[config.mk]
export PLATFORM = sky130hd
export DESIGN_NAME = decode_stage
export DESIGN_NICKNAME = d
export VERILOG_FILES = /design/src/rtl/decode_stage_pkg.sv /design/src/rtl/decode_comb.sv /design/src/rtl/decode_stage.sv
export SDC_FILE = /design/constraint.sdc
export NUM_CORES = 1
export LEC_CHECK = 0
export BUFFER_PORTS_ARGS = -buffer_cell sky130_fd_sc_hd__buf_2
export CORE_ASPECT_RATIO = 1.4
export CORE_MARGIN = 2
export CORE_UTILIZATION = 30
export DETAILED_ROUTE_END_ITERATION = 8
export PLACE_DENSITY = 0.57
export SYNTH_ARGS = -nofsm -noshare
export SYNTH_HDL_FRONTEND = slang
export SYNTH_HIERARCHICAL = 1
export SYNTH_SLANG_ARGS = --single-unit
[constraint.sdc]
create_clock -name clk -period 2.95 [get_ports clk]
set_input_delay 0.1475 -clock clk [delete_from_list [all_inputs] [get_ports clk]]
set_output_delay 0.1475 -clock clk [all_outputs]
set_load 0.01 [all_outputs]
[src/rtl/decode_stage_pkg.sv]
// Shared definitions for the decode stage.
// - Opcode constants for the supported RV32I subset.
// - Immediate format enum and a helper mapping opcode to format.
// - Hazard FSM state enum.
package decode_stage_pkg;

  localparam logic [6:0] OpRr   = 7'b0110011;
  localparam logic [6:0] OpIr   = 7'b0010011;
  localparam logic [6:0] OpLr   = 7'b0000011;
  localparam logic [6:0] OpSr   = 7'b0100011;
  localparam logic [6:0] OpB    = 7'b1100011;
  localparam logic [6:0] OpJalr = 7'b1100111;
  localparam logic [6:0] OpLui  = 7'b0110111;
  localparam logic [6:0] OpJal  = 7'b1101111;

  typedef enum logic [2:0] {
    ImmI,
    ImmS,
    ImmB,
    ImmU,
    ImmJ,
    ImmNone
  } imm_fmt_e;

  typedef enum logic [0:0] {
    StRun,
    StStall
  } haz_state_e;

  // RR and unknown opcodes carry no immediate.
  function automatic imm_fmt_e imm_format(input logic [6:0] opcode);
    imm_fmt_e fmt;
    case (opcode)
      OpIr, OpLr, OpJalr: fmt = ImmI;
      OpSr:               fmt = ImmS;
      OpB:                fmt = ImmB;
      OpLui:              fmt = ImmU;
      OpJal:              fmt = ImmJ;
      default:            fmt = ImmNone;
    endcase
    return fmt;
  endfunction

endpackage

[src/rtl/decode_comb.sv]
// Purely combinational instruction decoder.
// Inputs : instruction, pc.
// Outputs: register fields, sign-extended immediate, control flags (we, ie, op, branch,
//          mem_read, mem_write, illegal), link address and source-use flags for hazard
//          detection (use_r1, use_r2).
module decode_comb
  import decode_stage_pkg::*;
#(
  parameter int unsigned ADDRESS_SIZE     = 32,
  parameter int unsigned REG_ADDRESS_SIZE = 5
) (
  input  logic [ADDRESS_SIZE-1:0]     instruction,
  input  logic [ADDRESS_SIZE-1:0]     pc,
  output logic [REG_ADDRESS_SIZE-1:0] addr_r1,
  output logic [REG_ADDRESS_SIZE-1:0] addr_r2,
  output logic [REG_ADDRESS_SIZE-1:0] addr_rd,
  output logic [ADDRESS_SIZE-1:0]     immediate,
  output logic                        we,
  output logic                        ie,
  output logic                        op,
  output logic                        branch,
  output logic [ADDRESS_SIZE-1:0]     link,
  output logic                        mem_read,
  output logic                        mem_write,
  output logic                        illegal,
  output logic                        use_r1,
  output logic                        use_r2
);

  logic [6:0]        opcode;
  logic [31:0]       instr32;
  imm_fmt_e          fmt;
  logic signed [31:0] imm32;
  logic              link_en;

  assign instr32 = instruction[31:0];
  assign opcode  = instr32[6:0];
  assign fmt     = imm_format(opcode);

  assign addr_r1 = REG_ADDRESS_SIZE'(instr32[19:15]);
  assign addr_r2 = REG_ADDRESS_SIZE'(instr32[24:20]);
  assign addr_rd = REG_ADDRESS_SIZE'(instr32[11:7]);

  always_comb begin
    imm32 = '0;
    case (fmt)
      ImmI: imm32 = {{20{instr32[31]}}, instr32[31:20]};
      ImmS: imm32 = {{20{instr32[31]}}, instr32[31:25], instr32[11:7]};
      ImmB: imm32 = {{19{instr32[31]}}, instr32[31], instr32[7], instr32[30:25],
                     instr32[11:8], 1'b0};
      ImmU: imm32 = {instr32[31:12], 12'b0};
      ImmJ: imm32 = {{11{instr32[31]}}, instr32[31], instr32[19:12], instr32[20],
                     instr32[30:21], 1'b0};
      default: imm32 = '0;
    endcase
  end

  assign immediate = ADDRESS_SIZE'(imm32);

  always_comb begin
    we        = 1'b0;
    ie        = 1'b0;
    op        = 1'b0;
    branch    = 1'b0;
    mem_read  = 1'b0;
    mem_write = 1'b0;
    illegal   = 1'b0;
    use_r1    = 1'b0;
    use_r2    = 1'b0;
    link_en   = 1'b0;
    case (opcode)
      OpRr: begin
        we     = 1'b1;
        op     = instr32[30];
        use_r1 = 1'b1;
        use_r2 = 1'b1;
      end
      OpIr: begin
        we     = 1'b1;
        ie     = 1'b1;
        use_r1 = 1'b1;
      end
      OpLr: begin
        we       = 1'b1;
        ie       = 1'b1;
        mem_read = 1'b1;
        use_r1   = 1'b1;
      end
      OpSr: begin
        ie        = 1'b1;
        mem_write = 1'b1;
        use_r1    = 1'b1;
        use_r2    = 1'b1;
      end
      OpB: begin
        op     = 1'b1;
        branch = 1'b1;
        use_r1 = 1'b1;
        use_r2 = 1'b1;
      end
      OpJalr: begin
        we      = 1'b1;
        ie      = 1'b1;
        branch  = 1'b1;
        link_en = 1'b1;
        use_r1  = 1'b1;
      end
      OpLui: begin
        we = 1'b1;
        ie = 1'b1;
      end
      OpJal: begin
        we      = 1'b1;
        ie      = 1'b1;
        branch  = 1'b1;
        link_en = 1'b1;
      end
      default: illegal = 1'b1;
    endcase
  end

  // Wraps modulo 2^ADDRESS_SIZE.
  assign link = link_en ? (pc + ADDRESS_SIZE'(4)) : '0;

endmodule

[src/rtl/decode_stage.sv]
// Registered decode stage between fetch and execute.
// Ports:
//   clk, reset            - clock, synchronous active-high reset
//   F_valid/F_ready       - fetch handshake; F_instruction, F_pc are the offered instruction
//   D_flush               - drop the held instruction and any pending stall
//   X_ready               - execute consumes the D outputs this cycle
//   D_*                   - registered decode results, meaningful while D_valid=1
// A load in D blocks dependent fetches; after it leaves, a STALL state keeps blocking
// instructions that read its rd for LOAD_USE_BUBBLES cycles.
module decode_stage
  import decode_stage_pkg::*;
#(
  parameter int unsigned ADDRESS_SIZE     = 32,
  parameter int unsigned REG_ADDRESS_SIZE = 5,
  parameter int unsigned LOAD_USE_BUBBLES = 1
) (
  input  logic                        clk,
  input  logic                        reset,
  input  logic                        F_valid,
  output logic                        F_ready,
  input  logic [ADDRESS_SIZE-1:0]     F_instruction,
  input  logic [ADDRESS_SIZE-1:0]     F_pc,
  input  logic                        D_flush,
  input  logic                        X_ready,
  output logic                        D_valid,
  output logic [ADDRESS_SIZE-1:0]     D_pc,
  output logic [REG_ADDRESS_SIZE-1:0] D_addr_r1,
  output logic [REG_ADDRESS_SIZE-1:0] D_addr_r2,
  output logic [REG_ADDRESS_SIZE-1:0] D_addr_rd,
  output logic [ADDRESS_SIZE-1:0]     D_immediate,
  output logic                        D_We,
  output logic                        D_Ie,
  output logic                        D_op,
  output logic                        D_branch,
  output logic [ADDRESS_SIZE-1:0]     D_link,
  output logic                        D_mem_read,
  output logic                        D_mem_write,
  output logic                        D_illegal
);

  logic [REG_ADDRESS_SIZE-1:0] dec_r1, dec_r2, dec_rd;
  logic [ADDRESS_SIZE-1:0]     dec_imm, dec_link;
  logic dec_we, dec_ie, dec_op, dec_branch, dec_mem_read, dec_mem_write, dec_illegal;
  logic dec_use_r1, dec_use_r2;

  decode_comb #(
    .ADDRESS_SIZE     (ADDRESS_SIZE),
    .REG_ADDRESS_SIZE (REG_ADDRESS_SIZE)
  ) u_decode_comb (
    .instruction (F_instruction),
    .pc          (F_pc),
    .addr_r1     (dec_r1),
    .addr_r2     (dec_r2),
    .addr_rd     (dec_rd),
    .immediate   (dec_imm),
    .we          (dec_we),
    .ie          (dec_ie),
    .op          (dec_op),
    .branch      (dec_branch),
    .link        (dec_link),
    .mem_read    (dec_mem_read),
    .mem_write   (dec_mem_write),
    .illegal     (dec_illegal),
    .use_r1      (dec_use_r1),
    .use_r2      (dec_use_r2)
  );

  haz_state_e                  state_q, state_d;
  logic [2:0]                  cnt_q, cnt_d;
  logic [REG_ADDRESS_SIZE-1:0] haz_rd_q, haz_rd_d;

  logic load_in_d, load_leaves, dep_on_d, dep_on_haz, hazard, transfer;

  assign load_in_d   = D_valid && D_mem_read && (D_addr_rd != '0);
  assign load_leaves = load_in_d && X_ready;

  // Does the offered instruction read the given register? x0 never counts.
  assign dep_on_d   = (D_addr_rd != '0) &&
                      ((dec_use_r1 && (dec_r1 == D_addr_rd)) ||
                       (dec_use_r2 && (dec_r2 == D_addr_rd)));
  assign dep_on_haz = (haz_rd_q != '0) &&
                      ((dec_use_r1 && (dec_r1 == haz_rd_q)) ||
                       (dec_use_r2 && (dec_r2 == haz_rd_q)));

  // A load currently in D is checked in both states, so a newer load accepted during
  // STALL still protects its own consumer.
  always_comb begin
    hazard = load_in_d && dep_on_d;
    if (state_q == StStall) begin
      hazard = hazard || dep_on_haz;
    end
  end

  assign F_ready  = !reset && !D_flush && (!D_valid || X_ready) && !hazard;
  assign transfer = F_valid && F_ready;

  always_comb begin
    state_d  = state_q;
    cnt_d    = cnt_q;
    haz_rd_d = haz_rd_q;
    if (D_flush) begin
      state_d = StRun;
      cnt_d   = 3'd0;
    end else if (load_leaves) begin
      // Newest load wins, also when already stalling.
      state_d  = StStall;
      cnt_d    = 3'(LOAD_USE_BUBBLES);
      haz_rd_d = D_addr_rd;
    end else if (state_q == StStall) begin
      cnt_d = cnt_q - 3'd1;
      if (cnt_q <= 3'd1) begin
        state_d = StRun;
        cnt_d   = 3'd0;
      end
    end
  end

  always_ff @(posedge clk) begin
    if (reset) begin
      state_q  <= StRun;
      cnt_q    <= 3'd0;
      haz_rd_q <= '0;
    end else begin
      state_q  <= state_d;
      cnt_q    <= cnt_d;
      haz_rd_q <= haz_rd_d;
    end
  end

  always_ff @(posedge clk) begin
    if (reset) begin
      D_valid     <= 1'b0;
      D_pc        <= '0;
      D_addr_r1   <= '0;
      D_addr_r2   <= '0;
      D_addr_rd   <= '0;
      D_immediate <= '0;
      D_We        <= 1'b0;
      D_Ie        <= 1'b0;
      D_op        <= 1'b0;
      D_branch    <= 1'b0;
      D_link      <= '0;
      D_mem_read  <= 1'b0;
      D_mem_write <= 1'b0;
      D_illegal   <= 1'b0;
    end else if (D_flush) begin
      D_valid <= 1'b0;
    end else if (transfer) begin
      D_valid     <= 1'b1;
      D_pc        <= F_pc;
      D_addr_r1   <= dec_r1;
      D_addr_r2   <= dec_r2;
      D_addr_rd   <= dec_rd;
      D_immediate <= dec_imm;
      D_We        <= dec_we;
      D_Ie        <= dec_ie;
      D_op        <= dec_op;
      D_branch    <= dec_branch;
      D_link      <= dec_link;
      D_mem_read  <= dec_mem_read;
      D_mem_write <= dec_mem_write;
      D_illegal   <= dec_illegal;
    end else if (D_valid && X_ready) begin
      D_valid <= 1'b0;
    end
  end

endmodule

After elaboration in Yosys (flattened, before gate mapping)
Index checks and enable logic that the tools add are counted.

Register bits: 128. Logic and storage cells: 100.

Reduce and logical (&&, ||, !) cells: 40. Multiplexer cells: 22. Magnitude comparators: 1. Add/sub/neg operators: 2. Equal/unequal tests: 16. Bitwise operators: 1.

Operator list (count): 32-bit one-hot mux with 5 select lines (1); 32-bit by 3-bit adder with 32-bit output, second input constant (1); 32-bit two-way mux (1); 7-bit by 6-bit equality test with 1-bit output, second input constant (3); 7-bit equality test, second input constant (3); 5-bit equality test (4); 6-bit OR reduction (3); 1-bit two-way mux (17); 1-bit logical AND (15); 3-bit one-hot mux with 5 select lines (1); 3-bit OR reduction (4); 5-bit nonzero test (2); 8-bit OR reduction (1); 7-bit by 2-bit equality test with 1-bit output, second input constant (1); 7-bit by 5-bit equality test with 1-bit output, second input constant (1); 3-bit by 2-bit equality test with 1-bit output, second input constant (2); 1-bit logical NOT (4); 1-bit logical OR (4); 2-bit AND reduction (2); 2-bit nonzero test (2); 2-bit OR reduction (2); 3-bit by 1-bit equality test with 1-bit output, second input constant (1); 3-bit equality test, second input constant (1); 3-bit by 1-bit less-or-equal comparator with 1-bit output, second input constant (1); 5 further kinds (5).

Longest topological paths before layout
Gate-level depths: netlist of the first run.

Word-level depth: 13. Mapped depth: 10.

By module
Netlist of the first run, hierarchy kept.

By module, submodules not included: decode_stage (area an instance 5735.5 um^2, cells each 460, times used 1); decode_comb (area an instance 1481.4 um^2, cells each 241, times used 1).

Worst setup path before layout of the first run
Ideal clock, no wire load.

Path type: input to register. Start: input F_instruction[3]. End: register D_immediate[17]. Setup slack: 607 ps. Cell stages on the path: 10. Arrival time: 2221 ps. Cells stage by stage: nand3b_1 or3b_2 a21oi_1 or2_2 and2_1 a32oi_1 o221ai_2 buf_4 buf_6 mux2_4.

Word-level cells in the longest chain between the ends: 13.

Ends and longest elaborated chain: start: declaration (line decode_stage.sv:21) `input logic [ADDRESS_SIZE-1:0] F_instruction,`; 7-bit by 6-bit equality test with 1-bit output or 7-bit equality test (tied branches) (line decode_comb.sv:71) `case (opcode)`; 3-bit OR reduction (no source line) (*); 1-bit two-way mux (*) (line decode_comb.sv:71); via dec_use_r2 (line decode_stage.sv:44) `logic dec_use_r1, dec_use_r2;`; 1-bit logical AND (line decode_stage.sv:80) `(dec_use_r2 && (dec_r2 == D_addr_rd)));`; 1-bit logical OR (line decode_stage.sv:79) `((dec_use_r1 && (dec_r1 == D_addr_rd)) ||`; 1-bit logical AND (line decode_stage.sv:78) `assign dep_on_d = (D_addr_rd != '0) &&`; 1-bit logical AND (line decode_stage.sv:88) `hazard = load_in_d && dep_on_d;`; 1-bit logical OR (line decode_stage.sv:90) `hazard = hazard || dep_on_haz;`; 1-bit two-way mux (*) (line decode_stage.sv:89) `if (state_q == StStall) begin`; 1-bit logical NOT (*) (line decode_stage.sv:94) `assign F_ready = !reset && !D_flush && (!D_valid || X_ready) && !hazard;`; 1-bit logical AND (*) (line decode_stage.sv:94); 1-bit logical AND (*) (line decode_stage.sv:95) `assign transfer = F_valid && F_ready;`; 2-bit AND reduction (no source line) (*); end signal: assignment (line decode_stage.sv:154) `D_immediate <= dec_imm;`; end: declaration (line decode_stage.sv:30) `output logic [ADDRESS_SIZE-1:0] D_immediate,`.

The timed path passes the listed nets; every way through them passes the cells marked *. A chain may end at the register's enable or synchronous reset.

Final worst setup path of the first run
Start: register D_addr_rd[3]. End: register D_link[17].

Word-level cells in the longest chain between the ends: 11.

Ends and longest elaborated chain: start: declaration (line decode_stage.sv:29) `output logic [REG_ADDRESS_SIZE-1:0] D_addr_rd,`; start signal: assignment (line decode_stage.sv:153) `D_addr_rd <= dec_rd;`; 5-bit equality test, on equally long branches (line decode_stage.sv:79, decode_stage.sv:80); 1-bit logical AND, on equally long branches (line decode_stage.sv:79, decode_stage.sv:80); 1-bit logical OR (line decode_stage.sv:79); 1-bit logical AND (line decode_stage.sv:78); 1-bit logical AND (*) (line decode_stage.sv:88); 1-bit logical OR (line decode_stage.sv:90); 1-bit two-way mux (*) (line decode_stage.sv:89); 1-bit logical NOT (*) (line decode_stage.sv:94); 1-bit logical AND (*) (line decode_stage.sv:94); 1-bit logical AND (*) (line decode_stage.sv:95); 2-bit AND reduction (no source line) (*); end signal: assignment (line decode_stage.sv:159) `D_link <= dec_link;`; end: declaration (line decode_stage.sv:35) `output logic [ADDRESS_SIZE-1:0] D_link,`.

Mark *: on every way between the ends. The rest lies on a longest branch, timed or not.

==> results.json, run 1 <==
{
  "synthDominantCellAreaShare": 0.3551,
  "grtUsageTotal": 0.1610,
  "cts_made_buffers": 17,
  "maxCapViolations": 0,
  "dieArea_sq_um": 25330,
  "overflow": 0,
  "die_h_um": 187.5,
  "place_ws_ns": 0.2488,
  "postCtsSetupBuffers": 0,
  "synthMuxAreaShare": 0.2507,
  "cts_sinks": 128,
  "io_buffers": 188,
  "syn-num-nets": 773,
  "holdWs_ns": 0.02684,
  "max_slew_margin": 0.4528,
  "htreeDepth": 4,
  "rsz0062_at_grt": "no",
  "finalCriticalPeriod_ns": 2.381,
  "timing.fmax_mhz": 420.0,
  "crit_type": "flip-flop to flip-flop",
  "critPathArrivalTime_ns": 2.69,
  "dp_hpwl_mm": 14.57,
  "fin_nets": 959,
  "hp-class": "input pin to flip-flop",
  "via_per_inst": 4.739,
  "grt_pass1_wl_mm": 31.35,
  "synth-compound-area-share": 0.06883,
  "finalClockSkew_ns": 0.01302,
  "syn_inst": 701,
  "synth.largest_area_cell": "dfxtp_1",
  "drcViolationCount": 0,
  "period_share": 0.8071,
  "synthSimpleGateAreaFrac": 0.2257,
  "final_util": 0.3833,
  "synth_area_leaders": "dfxtp_1 (36%), mux2_4 (23%), nor2b_1 (11%)",
  "total_power_mw": 4.330,
  "hold_viol": 0,
  "setup_ws_ns": 0.5692,
  "postCtsResizedCells": 0,
  "vias": 5734,
  "core_area_sq_um": 23810,
  "row_count": 67,
  "startpoint_type": "flip-flop",
  "worst_pin_slew_ns": 0.8209,
  "crit_slowest_cell": "dfxtp_1",
  "stdcell_area_sq_um": 9126,
  "clk_path_buf_depth": 2,
  "place_area_sq_um": 8374,
  "stdcell_count": 1210,
  "slew_violations": 0,
  "ys_types": 55,
  "die_w_um": 135.1,
  "power.density_nw_per_um2": 474.5,
  "drive_above_1_share": 0.4011,
  "ys_warn_count": 6,
  "leakage_nw": 4.424,
  "wl_per_cell_um": 16.79,
  "drt_first_pass_iters": 5,
  "postRouteAntennaNets": 0,
  "synth_top_family_by_area": "multiplexers",
  "grt_pass1_vias": 5585,
  "max_stage_delay_ns": 0.47,
  "grt_start_max_net_pins": 74,
  "antennaDiodeCount": 0,
  "cts_root_buffer": "clkbuf_16",
  "synth-seq-cells": 128,
  "synthFlopType": "dfxtp_1",
  "cts_tree": "built",
  "avgSynthCellArea_sq_um": 10.30,
  "crit_chain": "xor2_1 > nor4_1 > a32oi_1 > o221ai_4 > buf_12 > buf_12 > mux2_4",
  "cp-end-kind": "flip-flop",
  "placedCellCount": 1160,
  "synth-edff-count": 0,
  "syn_area_sq_um": 7217,
  "initial_core_util": 0.3031,
  "status": "finished, final reports clean",
  "setup_tns_ns": 0,
  "crit_fanout": 24,
  "async_flop_share": 0,
  "cp.required_ns": 3.26,
  "crit_top_cell": "buf_12",
  "clk_latency_ns": 0.43,
  "drt_iter0_drc": 207,
  "syn2layout_area_growth_pct": 26.46,
  "gp_congestion": 0.8156,
  "synthAdderAreaFrac": 0.005201,
  "antenna_found_initial": 0,
  "routed_wl_mm": 20.32,
  "yosysSeqAreaShare": 0.3551,
  "pin_count": 189,
  "finalSetupViolCount": 0,
  "synth-xor-area-share": 0.04005,
  "path_clk_slew_ns": 0.07,
  "ir_drop_mv": 0.4064
}
[flip-flops by register name, summed over array words and instances, names as in the netlist, 3 cells and up]
register,count
cnt_q,3
D_addr_r2,5
haz_rd_q,5
D_link,32
D_immediate,32
D_pc,32
D_addr_rd,5
D_addr_r1,5
[layout make-up]
cell class / count / area, sq um
timing repair buffer: 222 / 1306
fill: 2419 / 14680
clock inverter: 13 / 128.9
inverter: 5 / 18.77
clock buffer: 19 / 442.9
sequential: 128 / 2562
tap: 310 / 387.9
multi-input combinational: 513 / 4279
[metal layers]
metal / vias up / GRT usage / wire (um)
met5: - / 0 / 0
met4: 0 / 0.07131 / 621
met3: 27 / 0.04028 / 969
met2: 166 / 0.2804 / 10260
met1: 2739 / 0.1843 / 8463
li1: 2802 / - / -
[power by group]
| group | switching (mW) | leakage (nW) | internal (mW) |
|---|---|---|---|
| clock network | 0.872 | 0.275 | 1.19 |
| registers | 0.0250 | 1.04 | 1.77 |
| logic | 0.246 | 3.11 | 0.222 |
[critical path, delay by kind of cell, from the launching register on]
kind                   cells  cell delay [ns]
multiplexers               1             0.32
flip-flops                 1             0.47
XOR/XNOR                   1             0.11
AND/OR/NAND/NOR            1             0.36
buffers and inverters      2             0.49
AO/OA/AOI/OAI              2             0.48
[worst paths after layout]
kind                                           startpoint                         to  slack [ns]  cells after the start
worst max-delay path            D_addr_rd[3]$_SDFFE_PP0P_    D_link[17]$_SDFFE_PP0P_        0.57                      7
worst min-delay path                    F_instruction[19]  D_addr_r1[4]$_SDFFE_PP0P_        0.03                      2
worst min register to register      cnt_q[2]$_SDFFE_PP0P_      cnt_q[2]$_SDFFE_PP0P_        0.52                      2
worst max register to register  D_addr_rd[3]$_SDFFE_PP0P_    D_link[17]$_SDFFE_PP0P_        0.57                      7
[Yosys cell counts, drive strengths merged (3+ instances only)]
cell	instances
dfxtp	128
nor2b	125
mux2	119
nand2	42
buf	36
nor2	29
a21oi	26
xor2	24
clkbuf	19
or4	12
nand3	11
nand4	10
o31ai	10
nor4	9
xnor2	9
a21o	8
o21ai	7
and3	6
and4	6
mux2i	6
a22o	5
and2	5
inv	5
nor3	4
or2	4
or3	4
a32oi	3
ha	3
nand2b	3
nand3b	3
or3b	3
[repair_timing]
action	CTS	global route
endpoints found under the setup margin	0	0
endpoints found under the hold margin	18	0
hold buffers	18	0
[cell families (layout without fill, tap and decap cells)]
group,count (synthesis),count (layout)
AND/OR/NAND/NOR,280,280
flip-flops,128,128
multiplexers,125,125
AO/OA/AOI/OAI,72,72
buffers and inverters,60,259
XOR/XNOR,33,33
adder cells (fa/ha/maj),3,3
[cell usage in the layout, fill, tap and decap left out, types with 5 or more instances in the layout]
master         Yosys  layout
inv_1              5       5
nand4_1           10      10
mux2_1             9       9
or4_1             11      11
clkinv_4           0       6
a21o_1             8       8
dfxtp_1          128     128
nand3_1           10      10
xor2_1            24      24
nor4_1             9       9
mux2_4           109     109
nand2_1           42      42
buf_12             0       5
o21ai_0            6       6
a21oi_1           26      26
a22o_1             5       5
nor2_1            29      29
nor2b_1          125     125
mux2i_1            6       6
dlygate4sd3_1      0      18
o31ai_1           10      10
and3_1             6       6
buf_4             17      12
buf_2              5     187
and2_1             5       5
xnor2_1            9       9
clkbuf_16          0      17
and4_1             6       6
No activity file was read; power rests on OpenSTA's default activity.
==> inputs of run 2 (changes only) <==
--- a/config.mk
+++ b/config.mk
@@ -10,7 +10,7 @@
 export CORE_MARGIN = 2
 export CORE_UTILIZATION = 30
 export DETAILED_ROUTE_END_ITERATION = 8
-export PLACE_DENSITY = 0.57
+export PLACE_DENSITY = 0.59
 export SYNTH_ARGS = -nofsm -noshare
 export SYNTH_HDL_FRONTEND = slang
 export SYNTH_HIERARCHICAL = 1
==> constraint.sdc (replaced) <==
create_clock -name clk -period 2.1 [get_ports clk]
set_input_delay 0.105 -clock clk [delete_from_list [all_inputs] [get_ports clk]]
set_output_delay 0.105 -clock clk [all_outputs]
set_load 0.01 [all_outputs]
==> run 2 against run 1 <==
Against the previous run: the run now ends with setup timing left; clock power increased by 50%; critical endpoint is now D_pc[7]$_SDFFE_PP0P_; final cell count increased by 5.7%; critical path type unchanged; combinational power rose by 70%; via count is 4.3% higher.
==> results.json, run 2 (synthesis gave the netlist of run 1 again) <==
{
  "grtUsageTotal": 0.1637,
  "place_area_sq_um": 8746,
  "leakage_nw": 4.869,
  "crit_fanout": 18,
  "regArea_sq_um": 2571,
  "reg.largest.list": "D_immediate: 32 flops, D_link: 32 flops, D_pc: 32 flops",
  "multi_input_area_sq_um": 4369,
  "crit_type": "flip-flop to flip-flop",
  "slew_violations": 0,
  "setup_tns_ns": -13.16,
  "hp-start": "F_pc[21]",
  "fin_nets": 1028,
  "dieArea_sq_um": 25330,
  "row_count": 67,
  "crit_slowest_cell": "or4_4",
  "finalSetupViolCount": 119,
  "violations": "setup timing",
  "finalCriticalPeriod_ns": 2.238,
  "antennaDiodeCount": 0,
  "cp.required_ns": 2.41,
  "hp-class": "input pin to flip-flop",
  "startpoint_type": "flip-flop",
  "period_share": 1.066,
  "power.density_nw_per_um2": 641.8,
  "rsz0062_at_grt": "yes",
  "cp-end-kind": "flip-flop",
  "initial_core_util": 0.3031,
  "path_clk_slew_ns": 0.07,
  "rr_endpoint": "D_pc[7]$_SDFFE_PP0P_",
  "reg2reg_from": "D_addr_rd[4]$_SDFFE_PP0P_",
  "via_per_inst": 4.676,
  "ir_drop_mv": 0.5305,
  "finalClockSkew_ns": 0.01324,
  "cts_made_buffers": 17,
  "layout_commonest_cell": "buf_2",
  "gp_congestion": 0.8463,
  "critPathArrivalTime_ns": 2.55,
  "overflow": 0,
  "grt_pass1_vias": 5886,
  "drcViolationCount": 0,
  "max_slew_margin": 0.5016,
  "syn2layout_area_growth_pct": 38.54,
  "maxCapViolations": 0,
  "drt_iter0_drc": 263,
  "max_stage_delay_ns": 0.45,
  "antenna_found_initial": 2,
  "routed_wl_mm": 21.33,
  "worst_pin_slew_ns": 0.7407,
  "clk_path_buf_depth": 2,
  "place_ws_ns": -0.2841,
  "grt_pass1_wl_mm": 32.29,
  "crit_top_cell": "buf_6",
  "die_h_um": 187.5,
  "grt_start_max_net_pins": 125,
  "r2r_slack_ns": -0.14,
  "vias": 5981,
  "clk_latency_ns": 0.42,
  "status": "finished with violations",
  "crit_end": "D_pc[7]$_SDFFE_PP0P_",
  "core_area_sq_um": 23810,
  "htreeDepth": 4,
  "final_util": 0.4200,
  "n_fill_cell": 2352,
  "r2r_cells": 8,
  "wl_per_cell_um": 16.68,
  "cts_sinks": 128,
  "crit_start": "D_addr_rd[4]$_SDFFE_PP0P_",
  "io_buffers": 188,
  "stdcell_area_sq_um": 9998,
  "setup_ws_ns": -0.1380,
  "total_power_mw": 6.417,
  "dp_hpwl_mm": 14.97,
  "pin_count": 189,
  "cts_tree": "built",
  "hold_viol": 0,
  "layout_common_cells": "buf_2 (187), dfxtp_1 (125), nor2b_1 (125), mux2_4 (114), buf_4 (49)",
  "cts_root_buffer": "clkbuf_16",
  "postRouteAntennaNets": 0,
  "die_w_um": 135.1,
  "crit_chain": "buf_6 > buf_6 > or4_4 > o211ai_4 > o221ai_4 > buf_12 > buf_16 > mux2_4",
  "timing.fmax_mhz": 446.8,
  "drt_first_pass_iters": 4,
  "drive_above_1_share": 0.4427
}
run 2: cell types whose count changed in the layout (fill, tap and decap cells not counted), moves of 3 or more:
cell and change:
clkbuf_16 +4, dlygate4sd3_1 +18, buf_16 +3, mux2_1 -5, clkinv_4 -3, buf_6 +4
nor4_2 +3, dfxtp_1 -3, buf_4 +37, nor4_1 -4, mux2_4 +5
run 2: worst min path at each step:
| stage | end | slack, ns | depth (start not counted) |
|---|---|---|---|
| 5_1_grt | D_pc[21]$_SDFFE_PP0P_ | 0.01 | 2 |
| 2_1_floorplan | D_pc[0]$_SDFFE_PP0P_ | 0.25 | 1 |
| 3_5_place_dp | D_addr_rd[3]$_SDFFE_PP0P_ | 0.34 | 2 |
| 6_report | D_pc[21]$_SDFFE_PP0P_ | 0.02 | 2 |
| 3_3_place_gp | D_addr_rd[3]$_SDFFE_PP0P_ | 0.33 | 2 |
| 4_1_cts | D_pc[21]$_SDFFE_PP0P_ | 0.001 | 2 |
run 2: repair_timing:
action                                 CTS  global route
buffers inserted                         1             3
pin swaps                                2             2
gates cloned                             0             5
resized for setup                       11            18
endpoints found under the hold margin   37             0
setup endpoints to repair              120           118
hold buffers                            36             0
run 2: stage by stage:
stage                     hold slack (ns)  std cells
after floorplan                    0.2484        701
after global placement             0.3324       1202
after detailed placement           0.3365       1202
after CTS                        0.001249       1271
after global routing              0.01438       1279
final                             0.02262       1279
run 2: power by group:
part | total (mW) | internal, mW | switching [mW]
clock network | 3.10 | 1.88 | 1.22
logic | 0.795 | 0.407 | 0.388
registers | 2.52 | 2.49 | 0.0309
total | 6.42 | 4.78 | 1.64
run 2: layout make-up:
class | count | share of cell area
inverters | 5 | 0.001877
clock inverters | 15 | 0.01840
well taps | 310 | 0.03879
flip-flops and latches | 128 | 0.2572
repair buffers | 291 | 0.2042
clock buffers | 17 | 0.04255
multi-input cells | 513 | 0.4370
run 2: critical path: cells and delay by family (launching register included):
family / cells / cell delay (ns)
AOI/OAI and AO/OA: 2 / 0.39
and+or+nand+nor: 1 / 0.45
buffers and inverters: 4 / 0.60
DFF: 1 / 0.37
muxes: 1 / 0.31
run 2: routing by layer:
metal / GRT usage / part of all wire / vias to the layer above
met5: 0 / 0.00052 / -
li1: - / - / 2940
met1: 0.1848 / 0.40 / 2839
met2: 0.2966 / 0.53 / 159
met4: 0.06651 / 0.027 / 2
met3: 0.03352 / 0.042 / 41
